==> config.mk <==
export PLATFORM = sky130hd
export DESIGN_NAME = wtm8_mul16_sequencer
export DESIGN_NICKNAME = d
export VERILOG_FILES = /design/src/rtl/wtm8_mul16_sequencer.sv
export SDC_FILE = /design/constraint.sdc
export NUM_CORES = 1
export LEC_CHECK = 0
export ABC_AREA = 1
export BUFFER_PORTS_ARGS = -buffer_cell sky130_fd_sc_hd__buf_2
export CORE_MARGIN = 2
export CORE_UTILIZATION = 30
export DETAILED_ROUTE_END_ITERATION = 7
export HOLD_SLACK_MARGIN = 0.03
export PLACE_DENSITY_LB_ADDON = 0.2
export SYNTH_ARGS = -nofsm -noshare
export SYNTH_HDL_FRONTEND = slang
export SYNTH_HIERARCHICAL = 1
export SYNTH_SLANG_ARGS = --single-unit
==> constraint.sdc <==
create_clock -name clk -period 7.2 [get_ports clk]
set_input_delay 1.44 -clock clk [delete_from_list [all_inputs] [get_ports clk]]
set_output_delay 1.44 -clock clk [all_outputs]
set_load 0.05 [all_outputs]
==> src/rtl/wtm8_mul16_sequencer.sv <==
// wtm8_mul16_sequencer: 16x16 unsigned multiplier stepping one shared 8x8 Wallace-tree multiplier over four cycles.
// Optional feature macro BYPASS_ZERO_EN: zero operands skip straight to DONE with a zero product.
module wtm8 (
  input  logic [7:0]  a_i,
  input  logic [7:0]  b_i,
  output logic [15:0] p_o
);
  function automatic logic [31:0] csa(input logic [15:0] x, input logic [15:0] y, input logic [15:0] z);
    return {((x & y) | (x & z) | (y & z)) << 1, x ^ y ^ z};
  endfunction
  logic [15:0] pp [8];
  logic [15:0] s0, c0, s1, c1, s2, c2, s3, c3, s4, c4, s5, c5;
  for (genvar i = 0; i < 8; i++) begin : g_pp
    assign pp[i] = b_i[i] ? (16'(a_i) << i) : '0;
  end
  // Eight rows reduce 8 -> 6 -> 4 -> 3 -> 2 before the final carry-propagate add.
  assign {c0, s0} = csa(pp[0], pp[1], pp[2]);
  assign {c1, s1} = csa(pp[3], pp[4], pp[5]);
  assign {c2, s2} = csa(s0, c0, s1);
  assign {c3, s3} = csa(c1, pp[6], pp[7]);
  assign {c4, s4} = csa(s2, c2, s3);
  assign {c5, s5} = csa(s4, c4, c3);
  assign p_o = s5 + c5;
endmodule

module wtm8_mul16_sequencer #(
  parameter int TAG_W = 4
) (
  input  logic             clk,
  input  logic             rst,
  input  logic             in_valid,
  output logic             in_ready,
  input  logic [15:0]      in_a,
  input  logic [15:0]      in_b,
  input  logic [TAG_W-1:0] in_tag,
  output logic             out_valid,
  input  logic             out_ready,
  output logic [31:0]      out_product,
  output logic [TAG_W-1:0] out_tag,
  output logic             busy
);
  typedef enum logic [1:0] {IDLE, MUL, DONE} state_t;
  state_t           state_q, state_d;
  logic [1:0]       step_q, step_d;
  logic [31:0]      acc_q, acc_d, prod_q, prod_d, sum;
  logic [15:0]      a_q, a_d, b_q, b_d, pp;
  logic [TAG_W-1:0] tag_q, tag_d, otag_q, otag_d;
  logic [4:0]       sh;
  // step[1] picks the high byte of a, step[0] the high byte of b.
  wtm8 u_wtm8 (
    .a_i(step_q[1] ? a_q[15:8] : a_q[7:0]),
    .b_i(step_q[0] ? b_q[15:8] : b_q[7:0]),
    .p_o(pp)
  );
  assign sh          = step_q == 2'd0 ? 5'd0 : step_q == 2'd3 ? 5'd16 : 5'd8;
  assign sum         = acc_q + (32'(pp) << sh);
  assign in_ready    = state_q == IDLE && !rst;
  assign out_valid   = state_q == DONE;
  assign busy        = state_q != IDLE;
  assign out_product = prod_q;
  assign out_tag     = otag_q;
  always_comb begin
    state_d = state_q;
    step_d  = step_q;
    acc_d   = acc_q;
    a_d     = a_q;
    b_d     = b_q;
    tag_d   = tag_q;
    prod_d  = prod_q;
    otag_d  = otag_q;
    case (state_q)
      IDLE: if (in_valid && in_ready) begin
        a_d     = in_a;
        b_d     = in_b;
        tag_d   = in_tag;
        acc_d   = '0;
        step_d  = '0;
        state_d = MUL;
`ifdef BYPASS_ZERO_EN
        if (in_a == '0 || in_b == '0) begin
          prod_d  = '0;
          otag_d  = in_tag;
          state_d = DONE;
        end
`endif
      end
      MUL: begin
        acc_d  = sum;
        step_d = step_q + 2'd1;
        if (step_q == 2'd3) begin
          prod_d  = sum;
          otag_d  = tag_q;
          state_d = DONE;
        end
      end
      DONE: state_d = out_ready ? IDLE : DONE;
      default: state_d = IDLE;
    endcase
  end
  always_ff @(posedge clk) begin
    if (rst) begin
      state_q <= IDLE;
      step_q  <= '0;
      acc_q   <= '0;
      a_q     <= '0;
      b_q     <= '0;
      tag_q   <= '0;
      prod_q  <= '0;
      otag_q  <= '0;
    end else begin
      state_q <= state_d;
      step_q  <= step_d;
      acc_q   <= acc_d;
      a_q     <= a_d;
      b_q     <= b_d;
      tag_q   <= tag_d;
      prod_q  <= prod_d;
      otag_q  <= otag_d;
    end
  end
endmodule
==> results of run 1 <==
## synth_stat cells
| library cell | number | area [um^2] |
|---|---|---|
| ha_1 | 59 | 738 |
| buf_4 | 4 | 30.0 |
| nor2_2 | 7 | 43.8 |
| xor2_1 | 18 | 158 |
| dfxtp_1 | 108 | 2160 |
| nor3_2 | 1 | 10.0 |
| nand3b_1 | 3 | 22.5 |
| or2_2 | 2 | 12.5 |
| and2_1 | 1 | 6.26 |
| o22ai_1 | 1 | 6.26 |
| nor3_1 | 3 | 15.0 |
| nand3_1 | 61 | 305 |
| buf_2 | 10 | 50.1 |
| nor2_4 | 1 | 11.3 |
| a21oi_1 | 74 | 370 |
| buf_12 | 1 | 20.0 |
| nand3_2 | 6 | 60.1 |
| nand2_1 | 502 | 1880 |
| o21ai_1 | 1 | 5.00 |
| a21oi_2 | 1 | 8.76 |
| o31ai_1 | 1 | 7.51 |
| buf_1 | 3 | 11.3 |
| o21a_1 | 10 | 75.1 |
| o21bai_1 | 18 | 135 |
| nand2_2 | 13 | 81.3 |
| xnor2_1 | 2 | 17.5 |
| nand3b_4 | 1 | 20.0 |
| o21ai_0 | 71 | 355 |
| nand4_1 | 3 | 18.8 |
| nor2_1 | 75 | 282 |
| clkbuf_1 | 39 | 146 |
| fa_1 | 40 | 801 |
| inv_1 | 280 | 1050 |
| xor2_2 | 1 | 16.3 |
| a21o_1 | 3 | 22.5 |
| inv_2 | 5 | 18.8 |
| nand3b_2 | 2 | 22.5 |
## critical path: cells and delay by family (launching register included)
family | cells | cell delay, ns
compound gates | 2 | 0.61
fa+ha+maj | 7 | 3.02
buf+inv | 2 | 0.08
flops | 1 | 0.67
simple gates | 20 | 2.11
## cell type report
type / instances / area (um^2)
Fill cell: 3270 / 19600
Multi-Input combinational cell: 981 / 5520
Sequential cell: 108 / 2160
Inverter: 285 / 1070
Tap cell: 390 / 488
Timing Repair Buffer: 88 / 465
Clock buffer: 11 / 243
Clock inverter: 5 / 58.8
## power breakdown
| part | internal [uW] | switching, uW | total [uW] | leakage [uW] |
|---|---|---|---|---|
| Sequential | 624 | 18.2 | 642 | 0.000877 |
| Combinational | 114 | 257 | 371 | 0.00476 |
| Clock | 280 | 238 | 519 | 0.000142 |
## what timing repair did
| action | 4_1_cts | 5_1_grt |
|---|---|---|
| endpoints found under the hold margin | 0 | 0 |
| resized for setup | 0 | 5 |
| endpoints found under the setup margin | 0 | 21 |
## placed cells by master (no fill, tap or decap), types with 9 or more instances in the layout
cell       synthesis  final
xor2_1            18     18
o21a_1            10     10
o21bai_1          18     18
o21ai_0           71     66
fa_1              40     40
clkbuf_16          0      9
buf_2             10     78
nand3_1           61     61
buf_4              4     10
nor2_1            75     75
nand2_1          502    502
inv_1            280    280
dfxtp_1          108    108
ha_1              59     59
nand2_2           13     13
a21oi_1           74     74
## sequential cells by signal, indices dropped and copies added (netlist names)
name	cells
out_tag	4
acc_q	32
out_product	32
state_q	2
step_q	2
a_q	16
b_q	16
tag_q	4
## through the flow
step | hold WS [ns] | cells | setup slack (ns) | total power, uW
after floorplan | 0.424 | 1431 | 1.45 | 918
after global placement | 0.445 | 1852 | 0.353 | 1030
after detailed placement | 0.447 | 1852 | 0.357 | 1030
after CTS | 0.455 | 1868 | 0.340 | 1560
after global routing | 0.483 | 1868 | 0.00423 | 1630
final | 0.455 | 1868 | 0.618 | 1530
## per-layer routing
metal	up-vias	share of wire, %	GRT usage (%)
met1	3721	50	24.2
li1	4393	-	-
met2	120	46	28.2
met3	15	3.7	2.19
met5	-	0	0
met4	0	1.1	3.62
## worst paths after layout
check / start / endpoint / slack [ns] / cells past startpoint
max reg2reg: step_q[0] / out_product[23] / 0.62 / 31
min reg2reg: a_q[7] / a_q[7] / 0.46 / 2
max: step_q[0] / out_product[23] / 0.62 / 31
min: a_q[7] / a_q[7] / 0.46 / 2
## cells by family (layout without fill, tap and decap cells)
| logic type | count (synthesis) | count (layout) | synth area share (%) |
|---|---|---|---|
| adder cells (fa/ha/maj) | 99 | 99 | 17.1 |
| AND/OR/NAND/NOR | 681 | 681 | 31.1 |
| buffers and inverters | 342 | 389 | 14.7 |
| XOR/XNOR | 21 | 21 | 2.13 |
| AO/OA/AOI/OAI | 180 | 180 | 11.0 |
| flip-flops | 108 | 108 | 24.0 |
==> impl_metrics.yaml, run 1 <==
floorplanning:
  start_util_pct: 30.5
  die_height_um: 177
  fp-row-count: 63
  fp.coreArea_um2: 29600
  chipWidth_um: 177
  dieArea_um2: 31400
  io_pins: 79
synthesis:
  ys_types: 37
  synthesis.area_um2: 9000
  yosys_warnings: 6
  synth.yosys.seq_area_share_pct: 24.0
  syn_inst: 1431
  synth_nets: 1570
  ys_ff_latch: 108
  syn_area_per_cell_um2: 6.29
global_routing:
  grt_use_total_pct: 17.2
  grt_pass1_vias: 8094
  grt_start_max_net_pins: 71
  grt_pass1_wl_mm: 42.3
  grt_overflow: 0
  antenna_found_initial: 0
clocking:
  cts_setup_buffers: 0
  clkTransAtPathRegs_ns: 0.07
  cts_tree: "done"
  cts-root-buf: "clkbuf_16"
  cts_buffer_depth: 2
  cts_hold_buf: 0
  cts_htree_levels: 3
  numCtsBuffers: 9
  clock_sinks: 108
  clk_latency_ns: 0.37
route:
  drt-pass1-iter-count: 5
  drc_errors: 0
  wl_per_cell_um: 13.7
  dr.first_iter.drc_count: 494
  routed_wl_mm: 25.6
  vias_per_cell: 4.42
  via_count: 8249
  final_antenna_net_count: 0
sta:
  max_clock_freq_mhz: 152
  rsz0062_at_grt: "false"
  hold_viol_final: 0
  maxSlewViolCount: 0
  final.setup_skew_ns: 0.0149
  fin_setup_tns_ns: 0
  finalCriticalPeriod_ns: 6.58
  timing.slew.headroom_pct: 18.9
  setup-violations-final: 0
  tightestPinTransition_ns: 1.21
  fin_crit_sh_pct: 91.4
finish:
  postLayoutCoreUtil_pct: 33.8
  drive_above_1_share_pct: 9.68
  nets: 1612
  syn_to_final_growth_pct: 11.1
  design_area_um2: 10000
  diodes: 0
status:
  status: "completed"
worst_setup_path:
  cp_slowest_cell: "dfxtp_1"
  critPathLaunchType: "flip-flop"
  cp-end-kind: "flip-flop"
  slowest_delay_ns: 0.67
  cpMostUsedCell: "nand2_1"
  critPathKind: "reg -> reg"
  cp_data_required_time_ns: 7.47
  crit_fanout: 20
  crit_arrival_ns: 6.85
power_and_ir_drop:
  peakVddDrop_mv: 0.144
  leakage_uw: 0.00578
  power_per_cell_area_nw_per_um2: 153
job:
  maxCapViolCount: 0
placement:
  hpwl_mm: 20.2
  io_buffers: 78
  dpl_cell_area_um2: 9700
  place.gp.congestion: 0.924
min_path:
  hold_path_class: "reg -> reg"
(Power assumes the default switching activity.)
==> run 2, diff against run 1 <==
--- a/config.mk
+++ b/config.mk
@@ -8,7 +8,7 @@
 export ABC_AREA = 1
 export BUFFER_PORTS_ARGS = -buffer_cell sky130_fd_sc_hd__buf_2
 export CORE_MARGIN = 2
-export CORE_UTILIZATION = 30
+export CORE_UTILIZATION = 35
 export DETAILED_ROUTE_END_ITERATION = 7
 export HOLD_SLACK_MARGIN = 0.03
 export PLACE_DENSITY_LB_ADDON = 0.2
==> constraint.sdc (replaced) <==
create_clock -name clk -period 8.3 [get_ports clk]
set_input_delay 1.66 -clock clk [delete_from_list [all_inputs] [get_ports clk]]
set_output_delay 1.66 -clock clk [all_outputs]
set_load 0.05 [all_outputs]
==> impl_metrics.yaml, run 2 (same netlist as run 1, synthesis figures left out) <==
power_and_ir_drop:
  p_total_uw: 1340
  leakage_uw: 0.00579
  power_per_cell_area_nw_per_um2: 135
  peakVddDrop_mv: 0.0983
sta:
  whs_ns: 0.453
  fin_crit_sh_pct: 84.1
  finalCriticalPeriod_ns: 6.98
  hold_viol_final: 0
  fin_ws_ns: 1.32
  max_clock_freq_mhz: 143
  fin_setup_tns_ns: 0
  timing.slew.headroom_pct: 17.7
  tightestPinTransition_ns: 1.22
  final.setup_skew_ns: 0.0176
  maxSlewViolCount: 0
  rsz0062_at_grt: "false"
  setup-violations-final: 0
worst_setup_path:
  critPathKind: "reg -> reg"
  crit_family: "adder cells"
  cp_data_required_time_ns: 8.60
  crit_arrival_ns: 7.28
  critPathLaunchType: "flip-flop"
  slowest_delay_ns: 1.03
  cp_slowest_cell: "o21ai_0"
  crit_fanout: 19
  cp-end-kind: "flip-flop"
  crit_buf_inv: 1
  cpMostUsedCell: "nand2_1"
route:
  wl_per_cell_um: 14.0
  wl_met3_mm: 1.16
  top_layer: "met4"
  via_count: 8501
  drc_errors: 0
  drt-pass1-iter-count: 5
  routed_wl_mm: 25.4
  wl_met2_mm: 10.8
  met1Wirelength_mm: 13.0
  vias_per_cell: 4.70
  final_antenna_net_count: 0
  dr.first_iter.drc_count: 705
floorplanning:
  dieArea_um2: 27000
  io_pins: 79
  fp-row-count: 58
  start_util_pct: 35.7
  fp.coreArea_um2: 25200
  chipWidth_um: 164
  die_height_um: 164
clocking:
  cts-resized-gates: 0
  cts_buffer_depth: 2
  cts_hold_buf: 0
  cts_setup_buffers: 0
  cts-root-buf: "clkbuf_16"
  cts_tree: "done"
  clkTransAtPathRegs_ns: 0.08
  clock_sinks: 108
  cts_htree_levels: 3
  numCtsBuffers: 9
  clk_latency_ns: 0.37
placement:
  io_buffers: 78
  dp_slack_ns: 1.39
  hpwl_mm: 20.0
  place.gp.congestion: 0.969
finish:
  layout_commonest_cell: "nand2_1"
  diodes: 0
  drive_above_1_share_pct: 9.68
  mostFrequentLayoutCells: "nand2_1, inv_1, dfxtp_1"
  syn_to_final_growth_pct: 10.4
  postLayoutCoreUtil_pct: 39.5
  nets: 1611
global_routing:
  grt_pass1_vias: 7968
  antenna_found_initial: 0
  grt_use_total_pct: 19.5
  grt_overflow: 0
  grt_pass1_wl_mm: 41.3
  grt_start_max_net_pins: 71
job:
  maxCapViolCount: 0
status:
  status: "completed"
min_path:
  hold_path_class: "reg -> reg"
==> run 2: cell type report <==
type | count | area (um^2)
fillers | 2770 | 15200
multi-input cells | 981 | 5520
flip-flops and latches | 108 | 2160
inverters | 285 | 1070
repair buffers | 87 | 458
well taps | 330 | 413
clock buffers | 9 | 225
clock inverters | 7 | 93.8
==> run 2: per-layer routing <==
layer	track usage, %	vias up
met5	0	-
met4	4.94	0
met3	1.92	25
met2	29.4	201
met1	29.6	3882
li1	-	4393
==> run 2: where the power goes <==
part	internal, uW	switching (uW)	total [uW]
sequential	541	18.0	559
clock	220	240	460
combinational	98.0	224	322
total	859	482	1340
==> run 2: worst paths after layout <==
path	start	end	slack [ns]	cells past startpoint
setup / recovery	step_q[1]	acc_q[15]	1.32	27
hold / removal	a_q[7]	a_q[7]	0.45	2
setup reg to reg	step_q[1]	acc_q[15]	1.32	27
hold reg to reg	a_q[7]	a_q[7]	0.45	2
==> run 2: through the flow <==
step           std cells  cell area, um^2
2_1_floorplan       1431             9000
3_3_place_gp        1791             9620
3_5_place_dp        1791             9620
4_1_cts             1807             9940
5_1_grt             1807             9940
6_report            1807             9940
==> run 2: worst reg2reg max path: stages, from the launching register on <==
cell and delay, ns:
dfxtp_1 0.49, o21ai_0 1.03, nand2_1 0.21, fa_1 0.55
fa_1 0.52, fa_1 0.53, fa_1 0.55, inv_1 0.04
ha_1 0.36, nand2_1 0.14, nand2_1 0.06, nand2_1 0.06
nand2_1 0.05, nand2_1 0.08, nand3_1 0.07, nand2_1 0.06
nand2_1 0.06, o21ai_0 0.24, nor2_1 0.09, ha_1 0.39
nand2_1 0.12, nor2_1 0.28, and2_1 0.20, nand2_2 0.06
nand2_2 0.13, xor2_2 0.28, nand2_1 0.13, a21oi_1 0.14
